[config.mk]
export PLATFORM = sky130hd
export DESIGN_NAME = uart_rx_param
export DESIGN_NICKNAME = d
export VERILOG_FILES = /design/src/rtl/uart_rx_param.sv
export SDC_FILE = /design/constraint.sdc
export NUM_CORES = 1
export LEC_CHECK = 0
export CELL_PAD_IN_SITES_DETAIL_PLACEMENT = 1
export CELL_PAD_IN_SITES_GLOBAL_PLACEMENT = 2
export CORE_MARGIN = 8
export CORE_UTILIZATION = 25
export DETAILED_ROUTE_END_ITERATION = 8
export GPL_TIMING_DRIVEN = 0
export PLACE_DENSITY = 0.65
export SYNTH_ARGS = -nofsm -noshare
export SYNTH_HDL_FRONTEND = slang
export SYNTH_SLANG_ARGS = --single-unit
[constraint.sdc]
create_clock -name clk -period 4.6 [get_ports clk]
set_input_delay 0.69 -clock clk [delete_from_list [all_inputs] [get_ports clk]]
set_output_delay 0.69 -clock clk [all_outputs]
set_load 0.1 [all_outputs]
[src/rtl/uart_rx_param.sv]
// Parametrised UART receiver: 2-flop synchroniser, mid-bit sampling, parity/framing checks, break hold-off.
// valid strobes one cycle after the final stop sample; no backpressure, so the consumer must take every word.
module uart_rx_param #(
  parameter int CLKS_PER_BIT = 5208,
  parameter int DATA_BITS    = 8,
  parameter int PARITY       = 0,
  parameter int STOP_BITS    = 1
) (
  input  logic                 clk,
  input  logic                 reset,
  input  logic                 rx,
  output logic [DATA_BITS-1:0] data,
  output logic                 valid,
  output logic                 parity_err,
  output logic                 frame_err,
  output logic                 busy
);

  localparam int CW   = (CLKS_PER_BIT > 1) ? $clog2(CLKS_PER_BIT) : 1;
  localparam int BW   = $clog2(DATA_BITS);
  localparam int HALF = CLKS_PER_BIT / 2;

  localparam logic [CW-1:0] CNT_LAST = CW'(CLKS_PER_BIT - 1);
  localparam logic [CW-1:0] CNT_HALF = CW'(HALF - 1);
  localparam logic [BW-1:0] BIT_LAST = BW'(DATA_BITS - 1);
  localparam logic          ODD      = (PARITY == 1);
  localparam logic          HAS_PAR  = (PARITY != 0);
  localparam logic          ONE_STOP = (STOP_BITS == 1);

  typedef enum logic [2:0] {
    S_IDLE,
    S_START,
    S_DATA,
    S_PAR,
    S_STOP,
    S_BREAK
  } state_t;

  state_t               state;
  state_t               state_nxt;
  logic                 rx_m;
  logic                 rx_s;
  logic [CW-1:0]        cnt;
  logic [BW-1:0]        bit_idx;
  logic                 stop_idx;
  logic                 stop_bad;
  logic                 par_bad;
  logic [DATA_BITS-1:0] shift;

  logic tick;
  logic half_tick;
  logic last_stop;
  logic stop_bad_now;

  assign tick         = (cnt == CNT_LAST);
  assign half_tick    = (cnt == CNT_HALF);
  assign last_stop    = ONE_STOP | stop_idx;
  assign stop_bad_now = stop_bad | ~rx_s;
  assign busy         = (state != S_IDLE);

  always_ff @(posedge clk) begin
    if (reset) begin
      state <= S_IDLE;
    end else begin
      state <= state_nxt;
    end
  end

  always_comb begin
    state_nxt = state;
    case (state)
      S_IDLE: begin
        if (!rx_s) state_nxt = S_START;
      end
      S_START: begin
        // A start bit that has gone high again by mid-bit is a glitch.
        if (half_tick) state_nxt = rx_s ? S_IDLE : S_DATA;
      end
      S_DATA: begin
        if (tick && (bit_idx == BIT_LAST)) state_nxt = HAS_PAR ? S_PAR : S_STOP;
      end
      S_PAR: begin
        if (tick) state_nxt = S_STOP;
      end
      S_STOP: begin
        if (tick && last_stop) state_nxt = stop_bad_now ? S_BREAK : S_IDLE;
      end
      S_BREAK: begin
        // Wait for the line to release so a held-low line cannot re-trigger a start.
        if (rx_s) state_nxt = S_IDLE;
      end
      default: state_nxt = S_IDLE;
    endcase
  end

  always_ff @(posedge clk) begin
    if (reset) begin
      rx_m       <= 1'b1;
      rx_s       <= 1'b1;
      cnt        <= '0;
      bit_idx    <= '0;
      stop_idx   <= 1'b0;
      stop_bad   <= 1'b0;
      par_bad    <= 1'b0;
      shift      <= '0;
      data       <= '0;
      valid      <= 1'b0;
      parity_err <= 1'b0;
      frame_err  <= 1'b0;
    end else begin
      rx_m  <= rx;
      rx_s  <= rx_m;
      valid <= 1'b0;
      case (state)
        S_IDLE: begin
          cnt      <= '0;
          bit_idx  <= '0;
          stop_idx <= 1'b0;
          stop_bad <= 1'b0;
          par_bad  <= 1'b0;
        end
        S_START: begin
          cnt <= half_tick ? '0 : cnt + 1'b1;
        end
        S_DATA: begin
          cnt <= tick ? '0 : cnt + 1'b1;
          if (tick) begin
            // Shifting in at the MSB leaves the first (LSB) bit at position 0 after the last shift.
            shift   <= {rx_s, shift[DATA_BITS-1:1]};
            bit_idx <= bit_idx + 1'b1;
          end
        end
        S_PAR: begin
          cnt <= tick ? '0 : cnt + 1'b1;
          if (tick) par_bad <= rx_s ^ (^shift) ^ ODD;
        end
        S_STOP: begin
          cnt <= tick ? '0 : cnt + 1'b1;
          if (tick) begin
            stop_idx <= 1'b1;
            stop_bad <= stop_bad_now;
            if (last_stop) begin
              data       <= shift;
              valid      <= 1'b1;
              parity_err <= par_bad;
              frame_err  <= stop_bad_now;
            end
          end
        end
        default: begin
          cnt <= '0;
        end
      endcase
    end
  end

endmodule

# [Yosys cells after proc, flatten, opt, wreduce, memory -nomap -nowiden]
# Cells that the tools add are included.
[classes] add_sub_neg=2 n_eq_ne=15 muxes=19 bitwise_logic=4 n_reduce_logical=15
[ops] op="13-bit 2-to-1 mux" n=2
[ops] op="13-bit case mux with 2 select lines" n=1
[ops] op="3-bit 2-to-1 mux" n=8
[ops] op="3-bit case mux with 6 select lines" n=1
[ops] op="2-bit != test, second input constant" n=7
[ops] op="13-bit by 1-bit adder with 13-bit output, second input constant" n=1
[ops] op="13-bit by 12-bit equality test with 1-bit output, second input constant" n=1
[ops] op="13-bit equality test, second input constant" n=1
[ops] op="2-bit AND reduction" n=5
[ops] op="3-bit equality test, second input constant" n=3
[ops] op="8-bit parity" n=1
[ops] op="3-bit by 2-bit equality test with 1-bit output, second input constant" n=2
[ops] op="3-bit case mux with 2 select lines" n=1
[ops] op="6-bit AND reduction" n=1
[ops] op="2-bit nonzero test" n=3
[ops] op="1-bit case mux with 2 select lines" n=2
[ops] op="3-bit by 1-bit adder with 3-bit output, second input constant" n=1
[ops] op="3-bit by 1-bit equality test with 1-bit output, second input constant" n=1
[ops] op="3-bit logical NOT" n=1
[ops] op="1-bit 2-to-1 mux" n=3
[ops] op="3-bit nonzero test" n=1
[ops] op="3-bit OR reduction" n=1
[ops] op="2-bit 2-to-1 mux" n=1
[ops] op="1-bit inverter" n=2
[ops] op="other kinds (4)" n=4
[word_totals] regBits=42 in_bits=3 output_inout_bits=12 elab_cells=67

# [Longest topological paths before layout]
[depth] word_depth=5 depth_mapped=7

# [Worst setup path before layout]
# OpenSTA, ideal clock, no wires.
[synth_timing] path_type="reg-to-output" from="reg state[0]" to="out busy" arrival_time_ns=1.611 t_required_ns=3.910 slack_ns=2.299 path_stages_with_launch=4 n_path_buf=2 path_cell_list="dfxtp_1 clkbuf_1 or3_1 clkbuf_1"
[synth_between] elab_chain_len=1
[synth_lines] element="start, declared" line_no="39" rtl="state_t state;"
[synth_lines] element="start signal, assigned" line_no="65" rtl="state <= state_nxt;"
[synth_lines] element="3-bit nonzero test" line_no="59" rtl="assign busy = (state != S_IDLE);"
[synth_lines] element="end, declared" line_no="16" rtl="output logic busy"
# Every way passes these cells.

# [Worst setup path after layout]
# Ends and elaborated chain as after synthesis.

==> out/results.ini <==
[worst_setup_path]
worstPathMaxFanout=10
endpoint_kind=output pin
criticalPathCategory=reg -> out
slowest_stage=clkdlybuf4s50_1
cpMostUsedCell=clkbuf_1
crit_start=state[0]
crit_chain=clkbuf_1 -> or3_1 -> clkbuf_1 -> clkdlybuf4s50_1
cp.arrival_ns=2.52
path_delay_family=buffers and inverters
r2r-start=cnt[2]
crit_buf_inv=3
critPathRequiredTime_ns=3.91
cp_slowest_stage_delay_ns=1.18
start_kind=flop

[sta]
finalCritPeriodShare=0.6988
setup_viol=0
hold_viol=0
clock_skew_ns=0.01350
maxSlewViolCount=0
rsz0062_at_grt=false
setup_tns_ns=0
min_period_ns=3.215
timing.hold.ws_ns=0.3988
worst_pin_slew_ns=0.9761
maxSlewHeadroom=0.3472
fmaxAchievable_mhz=311.1

[clock_tree]
cts.clk_slew.worst_paths_ns=0.09
postCtsSetupRepairBufs=0
cts-hold-fix-buffers=0
cts_resized=0
cts_made_buffers=5
clockBufferDepth=2
clock_latency_ns=0.31
cts_tree=done
cts-htree-levels=2
clock-sinks=42
cts_root_buffer=clkbuf_8

[logic_synthesis]
synth_cells=218
synth_seq_area_share=0.4427
synth_edf_count=0
synth_cell_types=38
avgSynthCellArea_um2=8.712
async_flop_share=0
syn_area_mm2=0.001899
synth_top_flop_cell=dfxtp_1
yosys_register_bits=42
synth_warnings=0
synth_fp_nets=224

[die]
die-area_mm2=0.01064
num_rows=31
die_x_um=103.2
die_h_um=103.2
start_util=0.2605
core_region_area_mm2=0.007292
ios=15

[finish]
final_cell_mix=dfxtp_1, nor2_1, nand2_1, nand3_1
fin_util=0.3155
drive_gt1_frac=0.08750
syn_to_final_growth_pct=21.15
final_common_cell=dfxtp_1
n_antenna_cell=0
fin_nets=245

[status]
status=finished, final reports clean

[global_routing]
grt_pass1_vias=1586
grtUsageTotal=0.09599
antenna_found_initial=0
grt_max_degree=15
grt_remaining_overflow=0
grt_pass1_wl_um=7893

[place]
dp_hpwl_um=3266
place.gp.congestion=0.7134
portBuffers=14

[power]
power_leakage_nw=0.8360
p_per_area_mw_per_mm2=321.8
vdd_drop_max_v=0.0001112

[detailed_routing]
wire_per_inst_um=13.50
firstDrtPassIters=4
finalWirelength_um=4578
vias=1522
antenna_left=0
viasPerCell=4.490
drt_iter0_drc=58
post-route-drc-count=0

[hold_path]
hold_start=rx_m
hold_class=reg -> reg

[job]
max_cap_violations=0

-- worst paths after layout --
| kind | end | slack (ns) | cells past startpoint |
|---|---|---|---|
| setup / recovery | busy | 1.39 | 4 |
| hold reg to reg | rx_s | 0.40 | 1 |
| setup reg to reg | cnt[10] | 2.22 | 6 |
| hold / removal | rx_s | 0.40 | 1 |
-- where the power goes --
group          internal (mW)  leakage (nW)  total (mW)  switching, mW
logic                0.00656         0.429      0.0173         0.0107
clock network          0.218        0.0683       0.359          0.141
registers              0.364         0.339       0.365       0.000346
total                  0.588         0.836       0.741          0.152
-- layout make-up --
cell class,instances,area [um2]
clock buffer,5,68.82
buffer,14,56.30
multi-input combinational,160,994.7
tap,99,123.9
timing repair buffer,14,140.1
sequential,42,840.8
clock inverter,3,68.82
inverter,2,7.507
fill,906,4991
-- metrics by stage --
stage	setup slack [ns]	cell area, um2	power, mW	instances
after floorplan	2.299	1899	0.3848	218
after global placement	1.701	2163	0.3912	331
after detailed placement	1.703	2163	0.3914	331
after CTS	1.346	2301	0.7515	339
after global routing	1.226	2301	0.7729	339
final	1.385	2301	0.7405	339
-- Yosys cell counts (2+ instances only) --
master / count / area [um2]
nor3b_1: 2 / 15.01
inv_1: 2 / 7.510
or3_1: 2 / 12.51
nor2b_1: 4 / 25.02
nand3_1: 20 / 100.1
clkbuf_1: 11 / 41.29
nor3_1: 2 / 10.01
or2_2: 4 / 25.02
nand2_1: 21 / 78.83
ha_1: 3 / 37.54
xor2_1: 6 / 52.55
dfxtp_1: 42 / 840.8
xnor2_1: 11 / 96.34
o21ai_0: 2 / 10.01
mux2i_1: 9 / 90.09
nand4_1: 4 / 25.02
nand2b_1: 5 / 31.28
a21oi_1: 14 / 70.07
buf_2: 3 / 15.01
nor2_1: 33 / 123.9
-- cells by family (layout without fill, tap and decap cells) --
kind of cell	Yosys count	in the layout	synth area share
AND/OR/NAND/NOR	105	105	0.2800
flip-flops	42	42	0.4427
AO/OA/AOI/OAI	24	24	0.08038
XOR/XNOR	18	18	0.09025
buffers and inverters	16	38	0.03360
multiplexers	10	10	0.05336
adder cells (fa/ha/maj)	3	3	0.01976
-- sequential cells by signal, indices dropped and copies added (netlist names) --
register,flops
data,8
rx_m,1
parity_err,1
stop_bad,1
bit_idx,3
frame_err,1
cnt,13
rx_s,1
par_bad,1
valid,1
shift,8
state,3
-- routing by layer --
layer / share of wire / routed length (um) / GRT usage / up-vias
li1: - / - / - / 782
met1: 0.49 / 2226 / 0.1165 / 724
met2: 0.47 / 2146 / 0.1583 / 11
met3: 0.034 / 155 / 0.02903 / 5
met4: 0.011 / 51 / 0.03003 / 0
met5: 0 / 0 / 0 / -
Note: power is estimated with default switching activity, not from simulation.
